File: config.mk
export PLATFORM = sky130hd
export DESIGN_NAME = sa_ram_rws_fifo_ctrl
export DESIGN_NICKNAME = d
export VERILOG_FILES = /design/src/rtl/sa_fifo_pkg.sv /design/src/rtl/sa_fifo_skid2.sv /design/src/rtl/sa_ram_rws_fifo_ctrl.sv
export SDC_FILE = /design/constraint.sdc
export NUM_CORES = 1
export LEC_CHECK = 0
export BUFFER_PORTS_ARGS = -buffer_cell sky130_fd_sc_hd__buf_2
export CAP_MARGIN = 5
export CORE_MARGIN = 2
export CORE_UTILIZATION = 55
export DETAILED_ROUTE_END_ITERATION = 8
export PLACE_DENSITY = 0.95
export SYNTH_ARGS = -nofsm -noshare
export SYNTH_HDL_FRONTEND = slang
export SYNTH_SLANG_ARGS = --single-unit
File: constraint.sdc
create_clock -name nvdla_core_clk -period 7.2 [get_ports nvdla_core_clk]
set_input_delay 0.36 -clock nvdla_core_clk [delete_from_list [all_inputs] [get_ports nvdla_core_clk]]
set_output_delay 0.36 -clock nvdla_core_clk [all_outputs]
set_load 0.02 [all_outputs]
File: src/rtl/sa_fifo_pkg.sv
// Shared defaults and types for the RAM-backed FIFO controller and its skid stage.
package sa_fifo_pkg;
    localparam int DEF_DEPTH  = 128;
    localparam int DEF_AW     = 7;
    localparam int DEF_DW     = 18;
    localparam int DEF_CW     = 8;
    localparam int SKID_DEPTH = 2;

    typedef logic [DEF_CW-1:0]                    cnt_t;
    typedef logic [$clog2(SKID_DEPTH+1)-1:0]      occ_t;
endpackage

File: src/rtl/sa_fifo_skid2.sv
// Two-entry in-order output register stage; entry0 drives the consumer directly.
module sa_fifo_skid2
    import sa_fifo_pkg::*;
#(
    parameter int DW = DEF_DW
) (
    input  logic          clk,
    input  logic          rst_n,
    input  logic          push,
    input  logic [DW-1:0] push_data,
    input  logic          pop,
    output logic          vld,
    output logic [DW-1:0] data,
    output occ_t          occ
);
    logic [DW-1:0] d0, d1;
    occ_t          occ_q;
    logic          pop_ok;

    assign pop_ok = pop && (occ_q != '0);

    always_ff @(posedge clk or negedge rst_n) begin
        if (!rst_n) begin
            d0    <= '0;
            d1    <= '0;
            occ_q <= '0;
        end else begin
            case ({push, pop_ok})
                2'b10: begin
                    if (occ_q == '0) d0 <= push_data;
                    else             d1 <= push_data;
                    occ_q <= occ_q + 2'd1;
                end
                2'b01: begin
                    d0    <= d1;
                    occ_q <= occ_q - 2'd1;
                end
                2'b11: begin
                    // Occupancy unchanged; the new word lands behind whatever remains.
                    if (occ_q == occ_t'(SKID_DEPTH)) begin
                        d0 <= d1;
                        d1 <= push_data;
                    end else begin
                        d0 <= push_data;
                    end
                end
                default: ;
            endcase
        end
    end

    assign vld  = (occ_q != '0);
    assign data = d0;
    assign occ  = occ_q;
endmodule

File: src/rtl/sa_ram_rws_fifo_ctrl.sv
// FIFO controller sequencing an external 1-cycle-latency RAM, with a 2-entry skid on the read side.
module sa_ram_rws_fifo_ctrl
    import sa_fifo_pkg::*;
#(
    parameter int DEPTH = DEF_DEPTH,
    parameter int AW    = DEF_AW,
    parameter int DW    = DEF_DW,
    parameter int CW    = DEF_CW
) (
    input  logic          nvdla_core_clk,
    input  logic          nvdla_core_rstn,
    input  logic          wr_pvld,
    output logic          wr_prdy,
    input  logic [DW-1:0] wr_pd,
    output logic          rd_pvld,
    input  logic          rd_prdy,
    output logic [DW-1:0] rd_pd,
    output logic          ram_we,
    output logic [AW-1:0] ram_wa,
    output logic [DW-1:0] ram_di,
    output logic          ram_re,
    output logic [AW-1:0] ram_ra,
    input  logic [DW-1:0] ram_dout,
    output logic [CW-1:0] fifo_count,
    output logic          idle
);
    logic [AW-1:0] wr_ptr, rd_ptr;
    logic [CW-1:0] ram_cnt;
    logic          rd_inflight;
    logic          rdy_en;
    logic          wr_acc, pop, skid_vld;
    occ_t          skid_occ, occ_after;

    // rdy_en keeps wr_prdy low while reset is held and for the edge it is released on.
    assign wr_prdy = rdy_en && (ram_cnt != CW'(DEPTH));
    assign wr_acc  = wr_pvld && wr_prdy;
    assign ram_we  = wr_acc;
    assign ram_wa  = wr_ptr;
    assign ram_di  = wr_pd;

    assign pop       = skid_vld && rd_prdy;
    assign occ_after = skid_occ - {1'b0, pop};
    // Credit check: skid entries left after this pop plus the word already in flight.
    assign ram_re    = (ram_cnt != '0) &&
                       (({1'b0, occ_after} + {2'b00, rd_inflight}) < 3'(SKID_DEPTH));
    assign ram_ra    = rd_ptr;

    always_ff @(posedge nvdla_core_clk or negedge nvdla_core_rstn) begin
        if (!nvdla_core_rstn) begin
            wr_ptr      <= '0;
            rd_ptr      <= '0;
            ram_cnt     <= '0;
            rd_inflight <= 1'b0;
            rdy_en      <= 1'b0;
        end else begin
            rdy_en      <= 1'b1;
            rd_inflight <= ram_re;
            if (wr_acc) wr_ptr <= wr_ptr + 1'b1;
            if (ram_re) rd_ptr <= rd_ptr + 1'b1;
            case ({wr_acc, ram_re})
                2'b10:   ram_cnt <= ram_cnt + 1'b1;
                2'b01:   ram_cnt <= ram_cnt - 1'b1;
                default: ;
            endcase
        end
    end

    sa_fifo_skid2 #(.DW(DW)) u_skid (
        .clk       (nvdla_core_clk),
        .rst_n     (nvdla_core_rstn),
        .push      (rd_inflight),
        .push_data (ram_dout),
        .pop       (pop),
        .vld       (skid_vld),
        .data      (rd_pd),
        .occ       (skid_occ)
    );

    assign rd_pvld    = skid_vld;
    assign fifo_count = ram_cnt + CW'(rd_inflight) + CW'(skid_occ);
    assign idle       = (fifo_count == '0) && !ram_we;
endmodule

---- Word level (Yosys, flattened, before mapping) ----
Index checks and enable logic that the tools add are counted.
word-level totals
  input bits .............................. 40
  output and inout port bits .............. 63
  register bits ........................... 62
  logic and storage cells ................. 54
cells by class
  add/subtract/negate cells ............... 10
  equal/unequal tests ..................... 10
  mux-type cells .......................... 8
  reductions and logical operators ........ 17
  order comparisons ....................... 1
operators by type and width
  cell                                                 number
  2-to-1 mux 18 bit                                    4
  case mux 18 bit (3 select lines)                     1
  case mux 18 bit (2 select lines)                     1
  case mux 8 bit (2 select lines)                      1
  adder 7 x 1 -> 7 bit, second input constant          2
  adder 8 x 1 -> 8 bit                                 1
  adder 8 x 1 -> 8 bit, second input constant          1
  adder 8 x 2 -> 8 bit                                 1
  equality test 2 bit, second input constant           4
  zero test 8 bit                                      1
  != test 8 bit, second input constant                 1
  nonzero test 2 bit                                   4
  nonzero test 8 bit                                   1
  subtractor 8 x 1 -> 8 bit, second input constant     1
  logical AND 1 bit                                    6
  equality test 2 x 1 -> 1 bit, second input constant  2
  != test 2 x 1 -> 1 bit, second input constant        2
  case mux 2 bit (2 select lines)                      1
  adder 2 x 1 -> 3 bit                                 1
  < comparator 3 x 2 -> 1 bit, second input constant   1
  AND reduction 3 bit                                  1
  nonzero test 3 bit                                   1
  adder 2 x 1 -> 2 bit, second input constant          1
  zero test 2 bit                                      1
  5 further kinds                                      5

---- Logic depth before layout (Yosys ltp) ----
  depth in word-level cells ............... 8
  depth in mapped cells ................... 15
  depth with buffers taken out ............ 15

---- Modules after synthesis ----
From an unflattened synthesis, not the netlist that was laid out.
unflattened totals
  cell total of the unflattened synthesis .. 317
  area, all modules ....................... 3502.1 um^2
by module, submodules not included
  module                seq. area each (um^2)  area each (um^2)  times used  cells an instance
  sa_fifo_skid2         950.9                  1752.9            1           140
  sa_ram_rws_fifo_ctrl  600.6                  1749.2            1           177

---- Worst setup path after synthesis ----
OpenSTA, ideal clock, no wires.
  path kind ............................... reg-to-reg
  start point ............................. register u_skid.occ_q[0], in the netlist u_skid.occ[0]
  end point ............................... register ram_cnt[7]
  cell stages (with the launch flop) ...... 15
  period minus slack after synthesis ...... 3.487 ns
  library setup time ...................... 0.094 ns
  data required time ...................... 7.106 ns
  arrival time ............................ 3.393 ns
  path buffers ............................ 0
  slack ................................... 3.713 ns
  cell sequence ........................... dfrtp_1 nor2_1 inv_1 nand2_1 inv_1 ha_1 xnor2_1 o21a_1 and2_1 ha_1 ha_1 a211o_2 a211oi_1 nor3_1 a211oi_1
between the ends
  word-level cells in the longest chain between the ends .. 8
  elaborated cells on any way between the ends .. 10
  those cells by class .................... 2 x add/sub; 1 x order compare; 2 x eq/ne; 1 x mux; 4 x reduce/logical
RTL lines
  element                                                                       line                        RTL
  start: declaration                                                            sa_fifo_skid2.sv:17         occ_t occ_q;
  start signal: assignment                                                      sa_fifo_skid2.sv:32         occ_q <= occ_q + 2'd1;
  start signal: assignment                                                      sa_fifo_skid2.sv:36         occ_q <= occ_q - 2'd1;
  nonzero test 2 bit *                                                          sa_fifo_skid2.sv:52         assign vld = (occ_q != '0);
  net rd_pvld                                                                   sa_ram_rws_fifo_ctrl.sv:15  output logic rd_pvld,
  logical AND 1 bit *                                                           sa_ram_rws_fifo_ctrl.sv:41  assign pop = skid_vld && rd_prdy;
  subtractor 2 x 1 -> 2 bit *                                                   sa_ram_rws_fifo_ctrl.sv:42  assign occ_after = skid_occ - {1'b0, pop};
  adder 2 x 1 -> 3 bit *                                                        sa_ram_rws_fifo_ctrl.sv:45  (({1'b0, occ_after} + {2'b00, rd_inflight}) < 3'(SKID_DEPTH));
  < comparator 3 x 2 -> 1 bit *                                                 sa_ram_rws_fifo_ctrl.sv:45
  logical AND 1 bit *                                                           sa_ram_rws_fifo_ctrl.sv:44  assign ram_re = (ram_cnt != '0) &&
  net ram_re                                                                    sa_ram_rws_fifo_ctrl.sv:21  output logic ram_re,
  equality test 2 x 1 -> 1 bit / equality test 2 bit (equally long branches)    sa_ram_rws_fifo_ctrl.sv:60  case ({wr_acc, ram_re})
  case mux 8 bit (2 select lines) / nonzero test 2 bit (equally long branches)  --
  end signal: assignment                                                        sa_ram_rws_fifo_ctrl.sv:61  2'b10: ram_cnt <= ram_cnt + 1'b1;
  end signal: assignment                                                        sa_ram_rws_fifo_ctrl.sv:62  2'b01: ram_cnt <= ram_cnt - 1'b1;
  end: declaration                                                              sa_ram_rws_fifo_ctrl.sv:28  logic [CW-1:0] ram_cnt;
The timed path passes the listed nets; every way through them passes the cells marked *.
A chain may end at the register's enable or synchronous reset.

---- Worst setup path after layout ----
  start point ............................. register u_skid.occ_q[0], in the netlist u_skid.occ[0]
  end point ............................... register ram_cnt[7]
between the ends
  word-level cells in the longest chain between the ends .. 8
  elaborated cells on any way between the ends .. 10
  those cells by class .................... 2 x add/sub; 1 x order compare; 2 x eq/ne; 1 x mux; 4 x reduce/logical
RTL lines
  element                                                                       line
  nonzero test 2 bit                                                            sa_fifo_skid2.sv:52
  logical AND 1 bit                                                             sa_ram_rws_fifo_ctrl.sv:41
  subtractor 2 x 1 -> 2 bit *                                                   sa_ram_rws_fifo_ctrl.sv:42
  adder 2 x 1 -> 3 bit *                                                        sa_ram_rws_fifo_ctrl.sv:45
  < comparator 3 x 2 -> 1 bit *                                                 sa_ram_rws_fifo_ctrl.sv:45
  logical AND 1 bit *                                                           sa_ram_rws_fifo_ctrl.sv:44
  equality test 2 x 1 -> 1 bit / equality test 2 bit (equally long branches)    sa_ram_rws_fifo_ctrl.sv:60
  case mux 8 bit (2 select lines) / nonzero test 2 bit (equally long branches)  --
Every way passes the cells marked *; elsewhere a longest branch is shown, timed or not.

==> key figures <==
Status
  – Status: finished clean

Synthesis
  – Gate Count Post-Synth: about 320
  – Leading area contributor after synthesis: dfrtp_1
  – Prevailing post-synth register cell: dfrtp_1
  – Fraction of the mapped netlist area in compound gates: ~16%
  – Most common cell in the netlist: dfrtp_1
  – Yosys cell types: 54
  – Synthesized area: 3460 sq um
  – Synth area leaders: dfrtp_1, mux2_2, xnor2_1
  – Post-Synth Simple-Gate Area: 12.1%
  – EDFF count, synth: 0
  – Register area share after synthesis: between 40 and 50%
  – Adder-cell share of the synthesized area: 6.79%
  – Post-synth ARST share: 100%
  – XOR/XNOR share of the synthesized area: 6.57%
  – Main combinational cell family by area after synthesis: compound AO/OA/AOI/OAI gates
  – Synth top area share: 44.8%
  – Average size of a mapped cell: 10.7 sq um
  – Multiplexer area fraction after synthesis: under 10%
  – Top cells by count, synth: dfrtp_1, nand2_1, o21ai_0, xnor2_1, mux2_2
  – Syn Nets: 381
  – Warnings from Yosys: 0
  – Yosys reg bits: between 60 and 70

Drt
  – Routed WL per cell: 16.8 um
  – Drt first pass iters: 5
  – DRC: 0
  – Vias after detailed routing: 2586
  – Initial DRC Count: 93
  – WL final: 7570 um
  – Via density: between 5 and 6
  – Post-DRT Antenna Nets: 0

STA
  – Slew headroom: 30.4%
  – Final setup vio count: 0
  – Layout Skew: roughly 0.01 ns
  – Min Tclk post-route: 3.94 ns
  – Max Slew Vio Count: 0
  – Final Hold Fails: 0
  – Achievable Freq: roughly 250 MHz
  – Period utilisation layout: between 50% and 60%
  – RSZ-0062 raised after global routing: no
  – Worst hold slack: between 0.15 and 0.2 ns
  – Worst-Margin Slew: 1.04 ns
  – Setup TNS: 0 ns
  – PnR worst setup slack: 3.26 ns

Setup path
  – Critical Path Source Type: register
  – Crit path max fanout: 19
  – CP Capture Type: register
  – Worst reg2reg path depth: 13
  – CP max stage cell: or3b_2
  – Worst r2r dst: ram_cnt[7]
  – CP Class: register to register
  – Worst path arrival time: roughly 4.2 ns
  – R2r startpoint: u_skid.occ[0]
  – CP cell instances: nor2_1 > inv_1 > nand2_1 > inv_1 > ha_1 > xnor2_1 > o21a_1 > and2_1 > ha_1 > or3b_2 > a211oi_1 > nor3_1 > a211oi_1
  – Flop2flop setup slack: 3.26 ns
  – Req. time, crit path: 7.43 ns
  – Crit path from: u_skid.occ[0]
  – Critical Path Max Stage Delay: 0.59 ns

Power and ir drop
  – Final Power: 2.38 mW
  – Cell area power density: 604 nW/um^2
  – Maximum VDD drop: roughly 0.34 mV
  – Leak Pwr: 1.85 nW

Die
  – Starting density of the core: roughly 58%
  – Die X: 83.4 um
  – Row cnt: 28
  – Die ar.: just under 7000 sq um
  – Num ports: approximately 100
  – Core ar.: 5990 sq um
  – Chip Height: 83.4 um

Finish
  – Post-route cell area: 3940 sq um
  – Filler Cells Inserted: 443
  – Syn-to-layout area delta: 13.6%
  – Antenna Cells: 0
  – Share of layout cells above drive strength 1: 31.6%
  – Final net count: 429

Placement
  – Detailed Place HPWL: 5340 um
  – Routability cong.: around 0.91
  – Place WS: 3.44 ns
  – # port buffers: 66
  – Cell Area, Placed: 3710 sq um

Clock network
  – CTS root buffer: clkbuf_8
  – CTS tree: done
  – Hold bufs inserted after CTS: 0
  – CTS H-tree depth: 3
  – Post-CTS setup buffer count: 0
  – Clock Path Buffers: 2
  – Clock-pin transition on the worst setup and hold timing paths: around 0.080 ns
  – Clk_lat worst skew: ~0.33 ns
  – Clk sinks: 62
  – Count of cells resized by post-cts repair: 0
  – Total CTS buffers: 9

Global routing
  – Initial antenna violation count: 0
  – First-pass GRT wire length: 12300 um
  – Total GRT Usage: 22.0%
  – Largest net degree at the start of global routing: between 60 and 70
  – Vias in the first global route: 2543
  – Overflow after GRT: 0

Flow run
  – Max-cap viol count: 0

Min path
  – Hold Crit Class: input port to asynchronous set/reset pin
registers in the layout, indices dropped and copies added, names as in the netlist:
register / cells
ram_cnt: 8
ram_ra: 7
ram_wa: 7
rd_inflight: 1
rdy_en: 1
u_skid.d1: 18
u_skid.data: 18
u_skid.occ: 2
critical path, delay by kind of cell, from the launching register on:
kind / cells / cell delay, ns
flip-flops: 1 / 0.47
AO/OA/AOI/OAI: 3 / 0.90
XOR/XNOR: 1 / 0.16
buffers and inverters: 2 / 0.20
AND/OR/NAND/NOR: 5 / 1.39
adder cells (fa/ha/maj): 2 / 0.71
per-layer routing:
| metal | global-route usage, % | wire (um) |
|---|---|---|
| met5 | 0 | 0 |
| met1 | 26.5 | 3120 |
| met4 | 10.7 | 145 |
| met2 | 37.3 | 3890 |
| met3 | 4.67 | 418 |
final cells by class:
class | count | area (sq um) | share of cell area [%]
multi-input combinational | 215 | 1660 | 42.1
sequential | 62 | 1550 | 39.4
timing repair buffer | 68 | 345 | 8.77
clock buffer | 9 | 124 | 3.15
clock inverter | 7 | 103 | 2.61
tap | 75 | 93.8 | 2.38
inverter | 16 | 60.1 | 1.53
how the worst max path moves through the flow:
stage | endpoint | slack, ns | cells after the start
2_1_floorplan | ram_cnt[7] | 3.71 | 14
3_3_place_gp | ram_cnt[7] | 3.78 | 14
3_5_place_dp | ram_cnt[7] | 3.44 | 14
4_1_cts | ram_cnt[7] | 3.36 | 13
5_1_grt | ram_cnt[7] | 3.05 | 14
6_report | ram_cnt[7] | 3.26 | 13
logic make-up after synthesis:
family / Yosys count
mux: 21
compound gates: 76
buf+inv: 47
simple gates: 74
xor+xnor: 26
flops: 62
fa+ha+maj: 17
other cells: 1
metrics by stage:
step | utilization [%] | cells
2_1_floorplan | - | 324
3_3_place_gp | 61.9 | 436
3_5_place_dp | 61.9 | 436
4_1_cts | 65.7 | 452
5_1_grt | 65.7 | 452
6_report | 65.7 | 452
report_power, final:
part / internal [mW] / switching (mW) / leakage, nW / total, mW
logic: 0.553 / 0.784 / 0.986 / 1.34
registers: 0.522 / 0.170 / 0.753 / 0.692
clock network: 0.200 / 0.150 / 0.111 / 0.349
cell usage in the layout, fill, tap and decap left out, types with 2 or more instances in the layout:
master,netlist,routed
a22oi_1,19,19
nand4_1,6,6
a21o_1,2,2
o211ai_1,2,2
and3_1,6,6
nor3b_1,3,3
o21a_1,6,6
xnor2_1,22,22
clkbuf_8,0,9
or3b_2,3,3
buf_4,19,2
nor2b_1,2,2
buf_2,5,66
nand2_1,26,26
xor2_1,4,4
o21ai_0,23,23
inv_1,16,16
fa_1,3,3
dfrtp_1,62,62
bufinv_16,0,2
inv_6,0,4
nor2_1,8,8
a211oi_1,6,6
ha_1,14,14
a21oi_1,5,5
mux2_2,20,20
nand3_1,6,6
No activity file was read; power rests on OpenSTA's default activity.
